--- src/rtl/uart_pkg.sv ---
// Shared UART definitions: FSM state encoding, frame width and counter-width helper.
package uart_pkg;

    localparam int DATA_BITS = 8;

    typedef enum logic [2:0] {
        IDLE   = 3'd0,
        START  = 3'd1,
        DATA   = 3'd2,
        PARITY = 3'd3,
        STOP   = 3'd4,
        BREAK  = 3'd5
    } uart_state_t;

    // Width for a counter spanning 0..n-1, never narrower than one bit.
    function automatic int cnt_width(input int n);
        return (n <= 2) ? 1 : $clog2(n);
    endfunction

endpackage

--- src/rtl/uart_rx_fifo.sv ---
// Synchronous first-word-fall-through FIFO; a push into a full FIFO without a pop is dropped and flagged.
module uart_rx_fifo #(
    parameter int DEPTH = 8,
    parameter int WIDTH = 8
) (
    input  logic             clk,
    input  logic             rst,
    input  logic             push,
    input  logic [WIDTH-1:0] din,
    input  logic             pop,
    output logic [WIDTH-1:0] dout,
    output logic             full,
    output logic             empty,
    output logic             drop
);
    localparam int AW = $clog2(DEPTH);
    localparam logic [AW:0] FULL_CNT = (AW+1)'(DEPTH);

    logic [WIDTH-1:0] mem [DEPTH];
    logic [AW-1:0]    wr_ptr, rd_ptr;
    logic [AW:0]      count;
    logic             do_push, do_pop;

    assign empty   = (count == '0);
    assign full    = (count == FULL_CNT);
    assign do_pop  = pop && !empty;
    assign do_push = push && (!full || do_pop);
    assign drop    = push && full && !do_pop;
    assign dout    = empty ? '0 : mem[rd_ptr];

    // NOTE: storage has no reset; only pointers and count need a known value, and
    // leaving the array unreset lets it map onto RAM instead of flops.
    always_ff @(posedge clk) begin
        if (do_push) mem[wr_ptr] <= din;
    end

    always_ff @(posedge clk or posedge rst) begin
        if (rst) begin
            wr_ptr <= '0;
            rd_ptr <= '0;
            count  <= '0;
        end else begin
            if (do_push) wr_ptr <= wr_ptr + 1'b1;
            if (do_pop)  rd_ptr <= rd_ptr + 1'b1;
            case ({do_push, do_pop})
                2'b10:   count <= count + 1'b1;
                2'b01:   count <= count - 1'b1;
                default: count <= count;
            endcase
        end
    end

endmodule

--- src/rtl/uart_rx.sv ---
// 8N1 UART receiver, 16x oversampled with 3-sample majority vote, FWFT receive FIFO.
// Define UART_RX_PARITY_EN for 8E1 frames (adds PARITY state and parity_err).
module uart_rx
    import uart_pkg::*;
#(
    parameter int CLK_FREQ   = 50_000_000,
    parameter int BAUD       = 115200,
    parameter int OVERSAMPLE = 16,
    parameter int FIFO_DEPTH = 8
) (
    input  logic       clk,
    input  logic       rst,
    input  logic       rx_data,
    output logic [7:0] dout,
    output logic       rx_valid,
    input  logic       rx_ready,
    output logic       frame_err,
    output logic       parity_err,
    output logic       overrun,
    output logic       busy
);
    localparam int DIV_RAW = CLK_FREQ / (BAUD * OVERSAMPLE);
    localparam int DIV     = (DIV_RAW < 1) ? 1 : DIV_RAW;
    localparam int DW      = cnt_width(DIV);
    localparam int PW      = cnt_width(OVERSAMPLE);
    localparam int BW      = cnt_width(DATA_BITS);

    localparam logic [DW-1:0] DIV_LAST = DW'(DIV - 1);
    localparam logic [PW-1:0] PH_LAST  = PW'(OVERSAMPLE - 1);
    localparam logic [PW-1:0] PH_S0    = PW'(OVERSAMPLE / 2 - 1);
    localparam logic [PW-1:0] PH_S1    = PW'(OVERSAMPLE / 2);
    localparam logic [PW-1:0] PH_DEC   = PW'(OVERSAMPLE / 2 + 1);
    localparam logic [BW-1:0] BIT_LAST = BW'(DATA_BITS - 1);

    uart_state_t    state, state_n;
    logic           sync_a, rx_s;
    logic [DW-1:0]  div_cnt;
    logic [PW-1:0]  phase;
    logic [BW-1:0]  bit_cnt;
    logic [7:0]     shift;
    logic           tick, decide, samp0, samp1, bit_val;
    logic           par_bad, push_q;
    logic           push_evt, ferr_evt, perr_evt;
    logic           fifo_empty, fifo_full, pop;

    always_ff @(posedge clk or posedge rst) begin
        if (rst) begin
            sync_a <= 1'b1;
            rx_s   <= 1'b1;
        end else begin
            sync_a <= rx_data;
            rx_s   <= sync_a;
        end
    end

    assign busy   = (state != IDLE);
    assign tick   = busy && (div_cnt == DIV_LAST);
    assign decide = tick && (phase == PH_DEC);
    assign bit_val = (samp0 & samp1) | (samp0 & rx_s) | (samp1 & rx_s);

    // Divider and bit phase sit at zero in IDLE, so each frame starts from a clean count
    // and the phase wraps on every bit boundary measured from the start edge.
    always_ff @(posedge clk or posedge rst) begin
        if (rst) begin
            div_cnt <= '0;
            phase   <= '0;
        end else if (!busy) begin
            div_cnt <= '0;
            phase   <= '0;
        end else begin
            div_cnt <= tick ? '0 : div_cnt + 1'b1;
            if (tick) phase <= (phase == PH_LAST) ? '0 : phase + 1'b1;
        end
    end

    always_ff @(posedge clk or posedge rst) begin
        if (rst) state <= IDLE;
        else     state <= state_n;
    end

    // NOTE: every output of this block gets a default before the case, so no path
    // leaves a signal unassigned and no latch is inferred.
    always_comb begin
        state_n  = state;
        push_evt = 1'b0;
        ferr_evt = 1'b0;
        perr_evt = 1'b0;
        unique case (state)
            IDLE:   if (!rx_s) state_n = START;
            START:  if (decide) state_n = bit_val ? IDLE : DATA;
            DATA:   if (decide && bit_cnt == BIT_LAST) begin
`ifdef UART_RX_PARITY_EN
                        state_n = PARITY;
`else
                        state_n = STOP;
`endif
                    end
            PARITY: if (decide) begin
                        state_n  = STOP;
                        perr_evt = ^{shift, bit_val};
                    end
            STOP:   if (decide) begin
                        if (bit_val) begin
                            state_n  = IDLE;
                            push_evt = !par_bad;
                        end else begin
                            state_n  = BREAK;
                            ferr_evt = !par_bad;
                        end
                    end
            BREAK:  if (rx_s) state_n = IDLE;
            default: state_n = IDLE;
        endcase
    end

    // NOTE: sequential state uses non-blocking assignments so every flop samples
    // the pre-edge values regardless of statement order.
    always_ff @(posedge clk or posedge rst) begin
        if (rst) begin
            samp0     <= 1'b1;
            samp1     <= 1'b1;
            shift     <= '0;
            bit_cnt   <= '0;
            par_bad   <= 1'b0;
            push_q    <= 1'b0;
            frame_err <= 1'b0;
        end else begin
            push_q    <= push_evt;
            frame_err <= ferr_evt;
            if (tick && phase == PH_S0) samp0 <= rx_s;
            if (tick && phase == PH_S1) samp1 <= rx_s;
            if (state == START) begin
                bit_cnt <= '0;
                par_bad <= 1'b0;
            end
            if (state == DATA && decide) begin
                shift   <= {bit_val, shift[7:1]};
                bit_cnt <= bit_cnt + 1'b1;
            end
            if (perr_evt) par_bad <= 1'b1;
        end
    end

`ifdef UART_RX_PARITY_EN
    always_ff @(posedge clk or posedge rst) begin
        if (rst) parity_err <= 1'b0;
        else     parity_err <= perr_evt;
    end
`else
    assign parity_err = 1'b0;
`endif

    assign rx_valid = !fifo_empty;
    assign pop      = rx_valid && rx_ready;

    uart_rx_fifo #(
        .DEPTH (FIFO_DEPTH),
        .WIDTH (8)
    ) u_fifo (
        .clk   (clk),
        .rst   (rst),
        .push  (push_q),
        .din   (shift),
        .pop   (pop),
        .dout  (dout),
        .full  (fifo_full),
        .empty (fifo_empty),
        .drop  (overrun)
    );

endmodule

--- config.mk ---
export PLATFORM = sky130hd
export DESIGN_NAME = uart_rx
export DESIGN_NICKNAME = d
export VERILOG_FILES = /design/src/rtl/uart_pkg.sv /design/src/rtl/uart_rx_fifo.sv /design/src/rtl/uart_rx.sv
export SDC_FILE = /design/constraint.sdc
export NUM_CORES = 1
export LEC_CHECK = 0
export ABC_AREA = 1
export BUFFER_PORTS_ARGS = -buffer_cell sky130_fd_sc_hd__buf_2
export CAP_MARGIN = 40
export CORE_MARGIN = 4
export CORE_UTILIZATION = 24
export CTS_CLUSTER_SIZE = 8
export DETAILED_ROUTE_END_ITERATION = 10
export GPL_TIMING_DRIVEN = 0
export PLACE_DENSITY = 0.43
export SYNTH_ARGS = -nofsm -noshare
export SYNTH_HDL_FRONTEND = slang
export SYNTH_HIERARCHICAL = 1
export SYNTH_SLANG_ARGS = --single-unit
--- constraint.sdc ---
create_clock -name clk -period 2.3 [get_ports clk]
set_clock_uncertainty 0.1 [all_clocks]
set_input_delay 0.46 -clock clk [delete_from_list [all_inputs] [get_ports clk]]
set_output_delay 0.46 -clock clk [all_outputs]
set_load 0.01 [all_outputs]
==> results_dict.tcl, run 1 <==
set metrics [dict create \
    cts_tree "yes" \
    antenna_found_initial 0 \
    clock.fmax_mhz 435.3 \
    ys_seq_elements 104 \
    synth_edf_count 64 \
    peakVddDrop_uv 343.3 \
    cap_violations 0 \
    clk_latency_ns 0.35 \
    post_layout_nonfiller_instances 782 \
    yosysMostFrequentCell "nor2_1" \
    drv_slew 0 \
    yosys.area_share.simple_pct 20.38 \
    wl_met1_um 4828 \
    die-width_um 150.6 \
    synth_top_area_share_pct 39.38 \
    crit_arrival_ns 1.74 \
    synthAdderAreaFrac_pct 2.564 \
    fin_ws_ns 0.002829 \
    n_fill_cell 2036 \
    syn_area_um2 4880 \
    synthArstFlopShare_pct 38.46 \
    postRouteAntennaNets 0 \
    worst_slew_pin_slew_ns 0.7133 \
    synth_top_family_by_area "simple AND/OR/NAND/NOR gates" \
    drc_errors 0 \
    grt_pass1_vias 3258 \
    dr_wl_met2_um 5332 \
    cts.sinks 104 \
    synth_top_area_cell "edfxtp_1" \
    gp_congestion 0.7616 \
    synth_commonest_cells "nor2_1 (80), nand2_1 (74), edfxtp_1 (64)" \
    syn_inst 474 \
    grt_util_all_layers_pct 9.738 \
    multi_input_area_um2 1866 \
    required_ns 1.74 \
    tns_ns 0 \
    syn_to_final_growth_pct 23.21 \
    numCtsBuffers 9 \
    routedWlPerCell_um 13.52 \
    dp.cells 755 \
    vias 3340 \
    setup_violations 0 \
    drive_gt1_share_pct 27.66 \
    io_pins 17 \
    synth_xor_area_share_pct 1.410 \
    synth_seq_area_share_pct 60.00 \
    top_layer "met4" \
    synth_area_leaders "edfxtp_1 (39%), dfrtp_1 (18%), nor2_1 (6.2%), nand2_1 (5.7%), inv_1 (3.3%)" \
    hpwl_um 7221 \
    grt_overflow 0 \
    diodes 0 \
    root_buffer "clkbuf_16" \
    crit_type "reg -> out" \
    die_y_um 150.6 \
    synthMuxAreaShare_pct 0.2308 \
    syn_avg_cell_area_um2 10.29 \
    min_path_type "in -> reg" \
    via_per_inst 4.271 \
    p_leak_nw 2.616 \
    rsz0062_at_grt "true" \
    yosysWarnings 6 \
    end_kind "primary output" \
    synthDistinctLibCells 40 \
    finalNetCount 526 \
    status "finished clean" \
    grt_pass1_wl_um 17000 \
    htreeDepth 3 \
    hold_viol_final 0 \
    grt_max_degree 21 \
    power_mw 5.945 \
    port_buffers 15 \
    cp-start-kind "flip-flop" \
    wl_met3_um 355 \
    row_count 51 \
    synth_compound_area_share_pct 9.872 \
    p_per_area_nw_per_um2 988.8 \
    clk_pin_slew_ns 0.08 \
    max-slew-margin-rel_pct 52.40 \
    synthFlopType "edfxtp_1" \
    drt_pass1_iterations 4 \
    cts.path.max_buffers 2 \
    synth_fp_nets 488 \
    core_area_um2 19720 \
    first_iter_violations 180 \
    fin_crit_ns 2.297 \
    dp_slack_ns -0.6321 \
    die_area_um2 22680 \
    min_period_over_period_pct 99.88 \
    wl_um 10570 \
    initial_utilization_pct 24.75 \
    seqCellArea_um2 2932 \
    critPathMaxFanout 10 \
]
==> cells by family (layout without fill, tap and decap cells) <==
group | after synthesis | after routing
muxes | 1 | 1
adders and majority gates | 10 | 10
buffers and inverters | 64 | 107
and+or+nand+nor | 213 | 213
DFF | 104 | 104
other | 1 | 1
xor gates and xnor gates | 7 | 7
AOI/OAI and AO/OA | 74 | 74
==> state kept, by name, indices dropped and copies added (netlist names), 3 cells and up <==
register and flops:
div_cnt 5, bit_cnt 3, u_fifo/wr_ptr 3, u_fifo/mem 64
u_fifo/count 4, shift 8, u_fifo/rd_ptr 3, state 3
phase 4
==> per-stage QoR <==
| stage | hold slack, ns | utilization, % | area, µm² |
|---|---|---|---|
| 2_1_floorplan | 0.2002 | - | 4892 |
| 3_3_place_gp | 0.2455 | 26.87 | 5299 |
| 3_5_place_dp | 0.2484 | 27.01 | 5326 |
| 4_1_cts | 0.08853 | 29.67 | 5849 |
| 5_1_grt | 0.09194 | 30.49 | 6012 |
| 6_report | 0.1115 | 30.49 | 6012 |
==> worst paths after layout <==
| kind | from | to | slack (ns) | cells after the start |
|---|---|---|---|---|
| worst max register to register | u_fifo/count[2] | u_fifo/mem[4][0] | 0.13 | 10 |
| worst min-delay path | rx_data | sync_a | 0.11 | 1 |
| min in group asynchronous | rst | u_fifo/count[2] | 0.55 | 3 |
| worst max-delay path | u_fifo/rd_ptr[0] | dout[3] | 0.003 | 6 |
| max in group asynchronous | rst | rx_s | 0.79 | 4 |
| worst min register to register | sync_a | rx_s | 0.26 | 0 |
==> power by group <==
group	internal, mW	switching [mW]
combinational	0.982	1.30
sequential	2.04	0.110
clock	0.769	0.748
==> cell type report <==
class,instances,area share [%]
flip-flops and latches,104,48.76
multi-input cells,306,31.03
well taps,265,5.515
repair buffers,28,4.058
clock buffers,9,3.746
inverters,50,3.267
plain buffers,13,2.435
clock inverters,7,1.186
==> cell usage in the layout (no fill, tap or decap), types with 3 or more instances in the layout <==
cell and n:
a21oi_1 3, buf_2 14, buf_4 11, buf_6 6, clkbuf_16 11, dfrtp_1 33, dfrtp_2 3, dfstp_2 4
edfxtp_1 64, ha_1 10, inv_1 42, inv_2 5, inv_8 3, nand2_1 74, nand2_2 13, nand2_4 7
nand3_1 18, nand4_1 5, nor2_1 66, nor2_2 11, nor2_4 10, o21ai_0 25, o21ai_1 14, o21ai_2 10
o32ai_1 4, o32ai_2 12, xor2_1 6
==> worst max-delay path: stages (launching register included) <==
cell and delay [ns]:
dfrtp_2 0.48, buf_6 0.19, nor2_1 0.07, o32ai_2 0.23, o21ai_1 0.14, nor2_1 0.13, buf_2 0.15
==> what timing repair did <==
| item | CTS | global route |
|---|---|---|
| gates cloned | 0 | 1 |
| endpoints found under the setup margin | 76 | 17 |
| setup buffers | 9 | 1 |
| pin swaps | 9 | 12 |
| endpoints found under the hold margin | 2 | 0 |
| hold buffers | 1 | 0 |
| resized for setup | 40 | 29 |
==> per-layer routing <==
layer	track usage (%)	vias to the layer above
met3	2.830	4
li1	-	1679
met2	16.64	49
met5	0	-
met1	12.23	1608
met4	2.176	0
(Power assumes the default switching activity.)
==> run 2, diff against run 1 <==
--- a/config.mk
+++ b/config.mk
@@ -8,6 +8,7 @@
 export ABC_AREA = 1
 export BUFFER_PORTS_ARGS = -buffer_cell sky130_fd_sc_hd__buf_2
 export CAP_MARGIN = 40
+export CORE_ASPECT_RATIO = 1.25
 export CORE_MARGIN = 4
 export CORE_UTILIZATION = 24
 export CTS_CLUSTER_SIZE = 8
==> run 2 against run 1 <==
Maximum frequency grew 1.3%. Sequential cell count is the same. Critical path depth up 1. Hold slack got worse by 0.11 ns. Final area shrank 1.4%. Die area is essentially flat.
==> results_dict.tcl, run 2 (synthesis gave the netlist of run 1 again) <==
set metrics [dict create \
    grt_pass1_vias 3431 \
    p_per_area_nw_per_um2 999.5 \
    numCtsBuffers 9 \
    first_iter_violations 204 \
    end_kind "primary output" \
    grt_pass1_wl_um 17350 \
    dp.cells 760 \
    finalNetCount 526 \
    status "finished clean" \
    root_buffer "clkbuf_16" \
    port_buffers 15 \
    grt_overflow 0 \
    clk_pin_slew_ns 0.07 \
    post-route-util_pct 29.60 \
    core_area_um2 20030 \
    n_fill_cell 2130 \
    grt_util_all_layers_pct 9.707 \
    drc_errors 0 \
    final_common_cell "nand2_1" \
    r2r-end "u_fifo/mem[6][3]" \
    reg_top3 "u_fifo/mem x64, shift x8, div_cnt x5" \
    drv_slew 0 \
    routedWlPerCell_um 13.45 \
    r2r_cells 10 \
    htreeDepth 3 \
    cts.sinks 104 \
    largest_register_ffs 64 \
    vias 3361 \
    initial_utilization_pct 24.36 \
    min_period_over_period_pct 98.62 \
    cts_tree "yes" \
    row_count 58 \
    clock.fmax_mhz 440.9 \
    post_layout_nonfiller_instances 787 \
    syn_to_final_growth_pct 21.49 \
    io_pins 17 \
    max-slew-margin-rel_pct 54.52 \
    layout_common_cells "nand2_1 (74), nor2_1 (71), edfxtp_1 (64)" \
    p_leak_nw 2.591 \
    required_ns 1.74 \
    grt_max_degree 18 \
    postRouteAntennaNets 0 \
    hpwl_um 7427 \
    crit_arrival_ns 1.71 \
    die-width_um 135.5 \
    reg2reg_slack_ns 0.15 \
    hold_viol_final 0 \
    drive_gt1_share_pct 25.53 \
    largest_register "u_fifo/mem" \
    setup_violations 0 \
    gp_congestion 0.7594 \
    critPathMaxFanout 10 \
    min_path_type "in -> async" \
    die_area_um2 22690 \
    diodes 0 \
    clk_latency_ns 0.34 \
    antenna_found_initial 0 \
    wl_um 10590 \
    cap_violations 0 \
    rsz0062_at_grt "true" \
    via_per_inst 4.271 \
    cts.path.max_buffers 2 \
    fin_crit_ns 2.268 \
    reg2reg_from "u_fifo/count[1]" \
    worst_slew_pin_slew_ns 0.6814 \
    drt_pass1_iterations 4 \
    peakVddDrop_uv 503.8 \
    die_y_um 167.4 \
    whs_ns 0.005798 \
    cp-start-kind "flip-flop" \
    crit_type "reg -> out" \
]
==> run 2: report_power, final <==
part           internal, mW  total [mW]  switching [mW]
registers              2.04        2.14           0.104
clock network         0.845        1.54           0.691
logic                 0.962        2.24            1.28
==> run 2: how the worst max path moves through the flow <==
stage,from,end,slack (ns),cells after the start
5_1_grt,u_fifo/rd_ptr[0],dout[3],-0.06,7
3_5_place_dp,u_fifo/count[0],u_fifo/mem[6][3],-0.58,10
6_report,u_fifo/rd_ptr[0],dout[7],0.03,7
2_1_floorplan,u_fifo/count[0],u_fifo/mem[2][0],-0.03,10
3_3_place_gp,u_fifo/count[0],u_fifo/mem[6][3],-0.57,10
4_1_cts,u_fifo/count[0],overrun,0.0008,9
==> run 2: critical path, cell delays in order, from the launching register on <==
cell,delay [ns]
dfrtp_2,0.46
clkinv_4,0.12
buf_4,0.21
nor2_1,0.06
o32ai_1,0.14
nor2_1,0.08
nor2_1,0.14
buf_2,0.15
==> run 2: area by class of cell <==
cell class                 instances  area [µm²]  area share [%]
sequential                       104        2932           49.45
multi-input combinational        306        1821           30.71
tap                              270       337.8           5.699
clock buffer                       9       225.2           3.799
timing repair buffer              28       210.2           3.546
inverter                          50       193.9           3.271
buffer                            13       138.9           2.343
clock inverter                     7       70.07           1.182
==> run 2: stage by stage <==
step	TNS, ns	worst slack (ns)	power [mW]	area (µm²)
3_5_place_dp	-33.63	-0.5800	3.974	5333
6_report	0	0.03180	5.925	5928
2_1_floorplan	-0.9633	-0.03010	3.397	4892
5_1_grt	-0.3131	-0.06373	6.282	5928
4_1_cts	0	0.0007895	5.767	5808
3_3_place_gp	-32.14	-0.5672	3.931	5305
==> run 2: what timing repair did <==
action                     CTS  global route
gates resized for setup     38            22
setup endpoints to repair   75            41
buffers inserted             6             5
hold buffers                 0             0
gates cloned                 0             1
pin swaps                    4             5
==> run 2: routing by layer <==
metal  vias to the layer above  track usage (%)  share of wire, %
met5                         -                0                 0
met4                         0            3.420               1.5
met3                        12            1.773               2.7
met2                        41            17.63                54
met1                      1637            11.33                42
li1                       1671                -                 -
==> run 3, diff against run 2 <==
--- a/config.mk
+++ b/config.mk
@@ -14,7 +14,8 @@
 export CTS_CLUSTER_SIZE = 8
 export DETAILED_ROUTE_END_ITERATION = 10
 export GPL_TIMING_DRIVEN = 0
-export PLACE_DENSITY = 0.43
+export PLACE_DENSITY = 0.42
+export REMOVE_ABC_BUFFERS = 1
 export SYNTH_ARGS = -nofsm -noshare
 export SYNTH_HDL_FRONTEND = slang
 export SYNTH_HIERARCHICAL = 1
==> constraint.sdc (replaced) <==
create_clock -name clk -period 2.8 [get_ports clk]
set_clock_uncertainty 0.1 [all_clocks]
set_input_delay 0.56 -clock clk [delete_from_list [all_inputs] [get_ports clk]]
set_output_delay 0.56 -clock clk [all_outputs]
set_load 0.01 [all_outputs]
==> run 3 against run 2 <==
First-iteration DRC count fell by 6.4%. Final area is 4.3% lower. Clock-buffer cell count stayed put. Critical path depth shrank 1. Combinational power down 38%. Sequential share of layout area up 2.3 points. Via count is 3.1% lower. Sequential power shrank 14%. Highest routed layer unchanged.
==> results_dict.tcl, run 3 (synthesis gave the netlist of run 1 again) <==
set metrics [dict create \
    status "finished clean" \
    peakVddDrop_uv 439.0 \
    syn_to_final_growth_pct 16.21 \
    core_area_um2 20030 \
    clkPwrFrac_pct 29.0 \
    clk_latency_ns 0.35 \
    cp-start-kind "flip-flop" \
    crit_arrival_ns 1.97 \
    port_buffers 15 \
    crit_type "reg -> out" \
    finalNetCount 506 \
    clk_pin_slew_ns 0.07 \
    largest_register "u_fifo/mem" \
    final_common_cell "nor2_1" \
    drc_errors 0 \
    grt_pass1_wl_um 16980 \
    io_pins 17 \
    setup_violations 0 \
    antenna_found_initial 0 \
    row_count 58 \
    critPathMaxFanout 33 \
    grt_util_all_layers_pct 9.644 \
    clock.fmax_mhz 380.0 \
    fin_crit_ns 2.632 \
    p_sw_share_pct 34.66 \
    r2r_cells 9 \
    diodes 0 \
    cts.path.max_buffers 2 \
    r2r-end "u_fifo/mem[6][3]" \
    power_mw 4.531 \
    reg2reg_slack_ns 0.17 \
    wl_um 10270 \
    htreeDepth 3 \
    initial_utilization_pct 24.36 \
    die-width_um 135.5 \
    p_leak_nw 2.475 \
    grt_pass1_vias 3299 \
    drive_gt1_share_pct 20.52 \
    gp_congestion 0.7679 \
    die_area_um2 22690 \
    layout_common_cells "nor2_1 (75), nand2_1 (74), edfxtp_1 (64)" \
    drt_pass1_iterations 5 \
    cap_violations 0 \
    grt_overflow 0 \
    routedWlPerCell_um 13.40 \
    max-slew-margin-rel_pct 47.58 \
    dp.cells 751 \
    rsz0062_at_grt "true" \
    whs_ns 0.1026 \
    largest_register_ffs 64 \
    seq_power_share_pct 40.6 \
    worst_slew_pin_slew_ns 0.7855 \
    vias 3256 \
    drv_slew 0 \
    cts.sinks 104 \
    via_per_inst 4.245 \
    min_period_over_period_pct 93.99 \
    reg2reg_from "u_fifo/count[0]" \
    p_sw_mw 1.570 \
    first_iter_violations 191 \
    hold_viol_final 0 \
    post_layout_nonfiller_instances 767 \
    post-cts-setup-buffers 0 \
    end_kind "primary output" \
    required_ns 2.14 \
    grt_max_degree 34 \
    root_buffer "clkbuf_16" \
    p_comb_share_pct 30.5 \
    p_per_area_nw_per_um2 799.0 \
    die_y_um 167.4 \
    internal_power_mw 2.960 \
    min_path_type "in -> async" \
    hpwl_um 7236 \
    postRouteAntennaNets 0 \
    cts_tree "yes" \
    reg_top3 "u_fifo/mem x64, shift x8, div_cnt x5" \
    numCtsBuffers 9 \
]
run 3: what timing repair did:
item                                    in CTS  in global routing
endpoints found under the setup margin      42                 26
hold buffers                                 0                  0
resized for setup                            7                  7
run 3: final cells by class:
class / instances / area, µm²
Fill cell: 2100 / 14360
Sequential cell: 104 / 2933
Multi-Input combinational cell: 306 / 1715
Tap cell: 270 / 337.8
Clock buffer: 9 / 225.2
Inverter: 50 / 196.4
Timing Repair Buffer: 21 / 175.2
Clock inverter: 7 / 87.58
run 3: worst max path at each step:
stage	startpoint	endpoint	slack, ns
finish	u_fifo/rd_ptr[0]	dout[7]	0.17
global route	u_fifo/count[0]	u_fifo/mem[4][2]	-0.02
CTS	u_fifo/rd_ptr[0]	dout[3]	0.02
detailed placement	u_fifo/count[0]	u_fifo/mem[7][5]	-0.16
global placement	u_fifo/rd_ptr[0]	dout[6]	-0.34
floorplan	u_fifo/count[0]	u_fifo/mem[5][0]	0.43
run 3: power by group through the flow:
| stage | logic [mW] | registers [mW] | clock network, mW |
|---|---|---|---|
| 6_report | 1.38 | 1.84 | 1.31 |
| 5_1_grt | 1.60 | 1.86 | 1.43 |
| 2_1_floorplan | 0.899 | 1.84 | 0 |
| 4_1_cts | 1.40 | 1.83 | 1.37 |
| 3_5_place_dp | 1.39 | 1.86 | 0 |
| 3_3_place_gp | 1.22 | 1.93 | 0 |
run 3: per-stage QoR:
step	area [µm²]	setup slack [ns]	util, %	setup TNS (ns)
final	5670	0.1683	28.31	0
after detailed placement	5315	-0.1590	26.54	-2.806
after CTS	5649	0.01950	28.20	0
after global routing	5670	-0.02371	28.31	-0.2412
after floorplan	4802	0.4279	-	0
after global placement	5215	-0.3366	26.04	-10.14
run 3: worst max-delay path, cell delays in order (launching register included):
cell	delay (ns)
dfrtp_4	0.60
inv_8	0.22
nor2_1	0.07
o32ai_1	0.36
nor2_1	0.08
nor2_1	0.13
buf_2	0.14
run 3: layer usage:
| metal | up-vias | routed length, µm | GRT usage (%) |
|---|---|---|---|
| li1 | 1641 | - | - |
| met1 | 1567 | 4485 | 11.56 |
| met2 | 34 | 5342 | 17.07 |
| met3 | 14 | 262 | 1.833 |
| met4 | 0 | 183 | 3.507 |
| met5 | - | 0 | 0 |
